$ cat src/rtl/sensor_frontend.sv
// Home-controller sensor front end: three synchronized/debounced contacts plus a
// serial temperature reader. Define TEMP_RANGE_CHECK_EN to reject readings above 100 C.
module sensor_frontend #(
  parameter int DEBOUNCE_CYCLES = 16,
  parameter int SCK_DIV         = 4,
  parameter int SAMPLE_PERIOD   = 1000
) (
  input  logic       clk,
  input  logic       rst,
  input  logic       motion_raw,
  input  logic       light_raw,
  input  logic       override_raw,
  input  logic       temp_sdo,
  output logic       temp_cs_n,
  output logic       temp_sck,
  output logic       motion_sensor,
  output logic       light_sensor,
  output logic       manual_override,
  output logic [7:0] temp_sensor,
  output logic       temp_valid,
  output logic       temp_err,
  output logic [1:0] dbg_state
);

  localparam logic [7:0]  DEB_LAST   = 8'(DEBOUNCE_CYCLES - 1);
  localparam logic [7:0]  DIV_LAST   = 8'(SCK_DIV - 1);
  localparam logic [15:0] TIMER_LAST = 16'(SAMPLE_PERIOD - 1);

  // ---------------- contact synchronizers and debouncers ----------------
  logic [2:0] raw_vec;
  logic [2:0] sync1_q;
  logic [2:0] sync2_q;
  logic [2:0] deb_q;

  assign raw_vec = {override_raw, light_raw, motion_raw};

  always_ff @(posedge clk or negedge rst) begin
    if (!rst) begin
      sync1_q <= '0;
      sync2_q <= '0;
    end else begin
      sync1_q <= raw_vec;
      sync2_q <= sync1_q;
    end
  end

  for (genvar g = 0; g < 3; g++) begin : g_deb
    logic [7:0] cnt_q;

    // Output flips only after DEBOUNCE_CYCLES consecutive disagreeing clocks.
    always_ff @(posedge clk or negedge rst) begin
      if (!rst) begin
        cnt_q    <= '0;
        deb_q[g] <= 1'b0;
      end else if (sync2_q[g] != deb_q[g]) begin
        if (cnt_q == DEB_LAST) begin
          cnt_q    <= '0;
          deb_q[g] <= ~deb_q[g];
        end else begin
          cnt_q <= cnt_q + 8'd1;
        end
      end else begin
        cnt_q <= '0;
      end
    end
  end

  assign motion_sensor   = deb_q[0];
  assign light_sensor    = deb_q[1];
  assign manual_override = deb_q[2];

  // ---------------- temperature conversion FSM ----------------
  typedef enum logic [1:0] {IDLE = 2'd0, SETUP = 2'd1, SHIFT = 2'd2, DONE = 2'd3} state_t;

  state_t      state_q, state_d;
  logic [15:0] timer_q, timer_d;
  logic [7:0]  div_q, div_d;
  logic [3:0]  half_q, half_d;
  logic        sck_q, sck_d;
  logic        cs_n_q, cs_n_d;
  logic [7:0]  shreg_q, shreg_d;
  logic [7:0]  temp_q, temp_d;
  logic        valid_q, valid_d;
`ifdef TEMP_RANGE_CHECK_EN
  logic        err_q, err_d;
`endif

  always_ff @(posedge clk or negedge rst) begin
    if (!rst) begin
      state_q <= IDLE;
      timer_q <= '0;
      div_q   <= '0;
      half_q  <= '0;
      sck_q   <= 1'b0;
      cs_n_q  <= 1'b1;
      shreg_q <= '0;
      temp_q  <= '0;
      valid_q <= 1'b0;
`ifdef TEMP_RANGE_CHECK_EN
      err_q   <= 1'b0;
`endif
    end else begin
      state_q <= state_d;
      timer_q <= timer_d;
      div_q   <= div_d;
      half_q  <= half_d;
      sck_q   <= sck_d;
      cs_n_q  <= cs_n_d;
      shreg_q <= shreg_d;
      temp_q  <= temp_d;
      valid_q <= valid_d;
`ifdef TEMP_RANGE_CHECK_EN
      err_q   <= err_d;
`endif
    end
  end

  always_comb begin
    state_d = state_q;
    timer_d = timer_q;
    div_d   = div_q;
    half_d  = half_q;
    sck_d   = sck_q;
    cs_n_d  = cs_n_q;
    shreg_d = shreg_q;
    temp_d  = temp_q;
    valid_d = 1'b0;
`ifdef TEMP_RANGE_CHECK_EN
    err_d   = 1'b0;
`endif
    case (state_q)
      IDLE: begin
        cs_n_d = 1'b1;
        sck_d  = 1'b0;
        if (timer_q == TIMER_LAST) begin
          timer_d = '0;
          div_d   = '0;
          cs_n_d  = 1'b0;
          state_d = SETUP;
        end else begin
          timer_d = timer_q + 16'd1;
        end
      end
      SETUP: begin
        if (div_q == DIV_LAST) begin
          div_d   = '0;
          half_d  = '0;
          state_d = SHIFT;
        end else begin
          div_d = div_q + 8'd1;
        end
      end
      SHIFT: begin
        // 16 half-periods; data is captured on the clk that raises temp_sck.
        if (div_q == DIV_LAST) begin
          div_d = '0;
          sck_d = ~sck_q;
          if (!sck_q) shreg_d = {shreg_q[6:0], temp_sdo};
          if (half_q == 4'd15) begin
            cs_n_d  = 1'b1;
            state_d = DONE;
          end else begin
            half_d = half_q + 4'd1;
          end
        end else begin
          div_d = div_q + 8'd1;
        end
      end
      DONE: begin
        cs_n_d  = 1'b1;
        timer_d = '0;
        state_d = IDLE;
`ifdef TEMP_RANGE_CHECK_EN
        if (shreg_q > 8'd100) begin
          err_d = 1'b1;
        end else begin
          temp_d  = shreg_q;
          valid_d = 1'b1;
        end
`else
        temp_d  = shreg_q;
        valid_d = 1'b1;
`endif
      end
      default: state_d = IDLE;
    endcase
  end

  assign temp_cs_n   = cs_n_q;
  assign temp_sck    = sck_q;
  assign temp_sensor = temp_q;
  assign temp_valid  = valid_q;
  assign dbg_state   = state_q;
`ifdef TEMP_RANGE_CHECK_EN
  assign temp_err    = err_q;
`else
  assign temp_err    = 1'b0;
`endif

endmodule

$ cat config.mk
export PLATFORM = sky130hd
export DESIGN_NAME = sensor_frontend
export DESIGN_NICKNAME = d
export VERILOG_FILES = /design/src/rtl/sensor_frontend.sv
export SDC_FILE = /design/constraint.sdc
export NUM_CORES = 1
export LEC_CHECK = 0
export CAP_MARGIN = 40
export CORE_MARGIN = 1.5
export CORE_UTILIZATION = 59
export CTS_BUF_LIST = sky130_fd_sc_hd__clkbuf_4 sky130_fd_sc_hd__clkbuf_8
export DETAILED_ROUTE_END_ITERATION = 6
export DONT_BUFFER_PORTS = 1
export GPL_ROUTABILITY_DRIVEN = 0
export PLACE_DENSITY = 0.81
export SYNTH_ARGS = -nofsm -noshare
export SYNTH_HDL_FRONTEND = slang
export SYNTH_SLANG_ARGS = --single-unit
$ cat constraint.sdc
create_clock -name clk -period 2.27 [get_ports clk]
set_input_delay 0.227 -clock clk [delete_from_list [all_inputs] [get_ports clk]]
set_output_delay 0.227 -clock clk [all_outputs]
set_load 0.1 [all_outputs]
==> flow_summary_export.csv <==
group,metric,value,unit
critical_path,worstPathRequired,2.51,ns
floorplanning,dieHeight,85.2,um
floorplanning,fp-row-count,29,
logic_synthesis,synth_top_area_share,50.9,%
logic_synthesis,postSynth.asyncResetShare,100,%
drt,postRouteAntennaNets,0,
critical_path,critPathKind,"register to register",
clock_tree,htreeDepth,3,
global_routing,grt_pass1_wl,13600,um
global_routing,grt_overflow,0,
logic_synthesis,yosys.area.top_type,"dfrtp_1",
logic_synthesis,synthTopCellsByArea,"dfrtp_1 (51%), xnor2_1 (4.8%), nor2_1 (4.2%), ha_1 (3.5%), mux2_1 (3.1%)",
placed_design,dp.cells,458,
logic_synthesis,yosysMostFrequentCell,"dfrtp_1",
critical_path,crit_arrival,2.45,ns
logic_synthesis,syn_inst,370,
power,p_seq_share,55.6,%
power,clkPwrFrac,41.3,%
sta,fin_skew,0.0181,ns
global_routing,grt_usage,23.9,%
drt,vias_per_cell,5.95,
logic_synthesis,syn-cell-area,0.00398,mm2
clock_tree,tritoncts,"built",
power,total_leakage_power,2.14,nW
clock_tree,clockRootBuffer,"clkbuf_8",
sta,rsz0062_at_grt,"false",
floorplanning,start_util,62.0,%
logic_synthesis,ys_seq_area_share,51.5,%
power,peakVddDrop,0.547,mV
finish,syn2layout_area_growth,17.4,%
finish,instances_no_fill,484,
drt,wl_per_cell,17.5,um
logic_synthesis,synth_top_cells_by_count,"dfrtp_1 (81), nor2_1 (45), nand2_1 (22), xnor2_1 (22), nand3_1 (15)",
clock_tree,cts.sinks,82,
hold_path,hold_path_class,"register to register",
critical_path,path_cells,"or4_4, o41a_4, a211oi_4, mux2_4",
sta,min_period_over_period,97.4,%
global_routing,grt_pass1_vias,2858,
clock_tree,clk_pin_slew,0.10,ns
drt,drtPass1Iterations,6,
clock_tree,clk_latency,0.37,ns
sta,setup_tns,0,ns
power,power.internal,2.04,mW
global_routing,grt_antenna_before_repair,0,
critical_path,path_buf_inv,0,
power,combPwrFrac,3.1,%
power,swShare,24.1,%
logic_synthesis,yosysWarnings,0,
sta,timing.final.max_slew_violations,0,
critical_path,rr_worst_depth,4,
logic_synthesis,synth_cell_types,52,
logic_synthesis,synth_nets,387,
finish,final_net_count,419,
sta,timing.hold.ws,0.359,ns
hold_path,min_path_cells,0,
critical_path,critPathTopFamily,"compound AO/OA/AOI/OAI gates",
floorplanning,die_width,85.2,um
placed_design,dp_hpwl,5240,um
drt,drt-initial-drc-count,168,
clock_tree,clk_path_buf_depth,2,
logic_synthesis,syn_avg_cell_area,10.8,um2
critical_path,critPathSlowestCell,"o41a_4",
drt,postRouteWirelength,8470,um
global_routing,grt_max_degree,83,
sta,max_freq,0.452,GHz
finish,stdcell_area,0.00468,mm2
sta,relSlewSlack,38.8,%
floorplanning,fp.coreArea,0.00642,mm2
outcome,violations,"design-rule violations",
logic_synthesis,synth_edf_count,0,
outcome,outcome,"finished, violations left",
clock_tree,cts_buffers,9,
sta,min_period,2.21,ns
critical_path,cp_num_cells,4,
finish,num_antenna_cells,0,
critical_path,cp_slowest_stage_delay,0.58,ns
power,power_switching,0.647,mW
drt,drc_errors,1,
floorplanning,die-area,0.00725,mm2
critical_path,end_kind,"register",
sta,finalHoldViolCount,0,
logic_synthesis,ys.flop_type,"dfrtp_1",
floorplanning,io_pins,23,
critical_path,startpoint_type,"register",
placed_design,place_area,0.00427,mm2
placed_design,port_buffers,0,
finish,drive_gt1_share,16.5,%
run,maxCapViolations,0,
power,p_per_area,575,mW/mm2
sta,setup_viol,0,
drt,vias,2879,
logic_synthesis,ys_ff_latch,82,
critical_path,crit_path_max_fanout,9,
clock_tree,post-cts-setup-buffers,0,
sta,worstMarginPinSlew,0.919,ns
[area by class of cell]
class / instances / area (um2)
Timing Repair Buffer: 35 / 435
Sequential cell: 82 / 2060
Inverter: 7 / 26.3
Clock inverter: 6 / 73.8
Clock buffer: 10 / 131
Fill cell: 416 / 1750
Tap cell: 77 / 96.3
Multi-Input combinational cell: 267 / 1860
[final timing paths]
check                               endpoint         from  slack, ns
min reg2reg                       sync2_q[1]   sync1_q[1]       0.36
max                             dbg_state[1]  timer_q[12]       0.06
max reg2reg                     dbg_state[1]  timer_q[12]       0.06
min                               sync2_q[1]   sync1_q[1]       0.36
max in group asynchronous          temp_cs_n          rst       1.49
min in group asynchronous  g_deb[1].cnt_q[2]          rst       0.44
[metal layers]
layer | global-route usage, % | vias to the layer above | share of wire [%]
li1 | - | 1373 | -
met1 | 31.4 | 1436 | 41
met2 | 39.7 | 56 | 53
met3 | 4.38 | 14 | 3.2
met4 | 9.39 | 0 | 1.8
met5 | 0 | - | 0
[layout by cell type, fill, tap and decap left out, types with 4 or more instances in the layout]
master and count:
nand2b_1 4, a21oi_1 6, nor3_1 8, nor3b_1 4, nand2_1 22, dfrtp_1 79, inv_1 6, xor2_1 14
nor4_1 11, mux2_1 11, nor2b_1 5, buf_4 22, mux2_2 8, nand3_1 15, a221o_1 5, xnor2_1 22
o21ai_1 8, a21o_1 9, and2_1 8, a31oi_1 4, ha_1 11, buf_16 8, dlygate4sd3_1 5, nand4_1 10
clkbuf_8 9, nor2_1 45, and3_1 9
[registers in the layout (all words and copies together), names as in the netlist]
| name | cells |
|---|---|
| shreg_q | 8 |
| manual_override | 1 |
| motion_sensor | 1 |
| sync1_q | 3 |
| temp_sensor | 8 |
| half_q | 4 |
| sync2_q | 3 |
| light_sensor | 1 |
| dbg_state | 2 |
| g_deb.cnt_q | 24 |
| div_q | 8 |
| timer_q | 16 |
| temp_cs_n | 1 |
| temp_sck | 1 |
| temp_valid | 1 |
[cell families (layout without fill, tap and decap cells)]
family | after synthesis | after routing | synth area share [%]
other | 1 | 1 | 0.0941
XOR/XNOR | 36 | 36 | 7.91
buffers and inverters | 21 | 58 | 2.29
AO/OA/AOI/OAI | 45 | 45 | 8.42
adder cells (fa/ha/maj) | 11 | 11 | 3.45
AND/OR/NAND/NOR | 152 | 152 | 20.0
flip-flops | 82 | 82 | 51.5
multiplexers | 22 | 22 | 6.25
[timing repair]
item,4_1_cts,5_1_grt
endpoints found under the setup margin,2,1
resized for setup,2,1
hold buffers,6,0
endpoints found under the hold margin,86,0
pin swaps,0,0
[per-stage QoR]
step	setup WS (ns)	total power, mW	util (%)
after global placement	0.0527	1.56	65.2
after detailed placement	0.00671	1.56	66.5
after CTS	0.0206	2.68	71.0
after floorplan	0.0120	1.55	-
after global routing	0.0175	2.77	72.8
final	0.0588	2.69	72.8
[power by group through the flow]
stage,sequential [mW],combinational (mW),clock [mW]
finish,1.49,0.0829,1.11
CTS,1.49,0.0823,1.11
detailed placement,1.52,0.0410,0
floorplan,1.52,0.0347,0
global placement,1.52,0.0385,0
global route,1.50,0.0941,1.18
(Power assumes the default switching activity.)
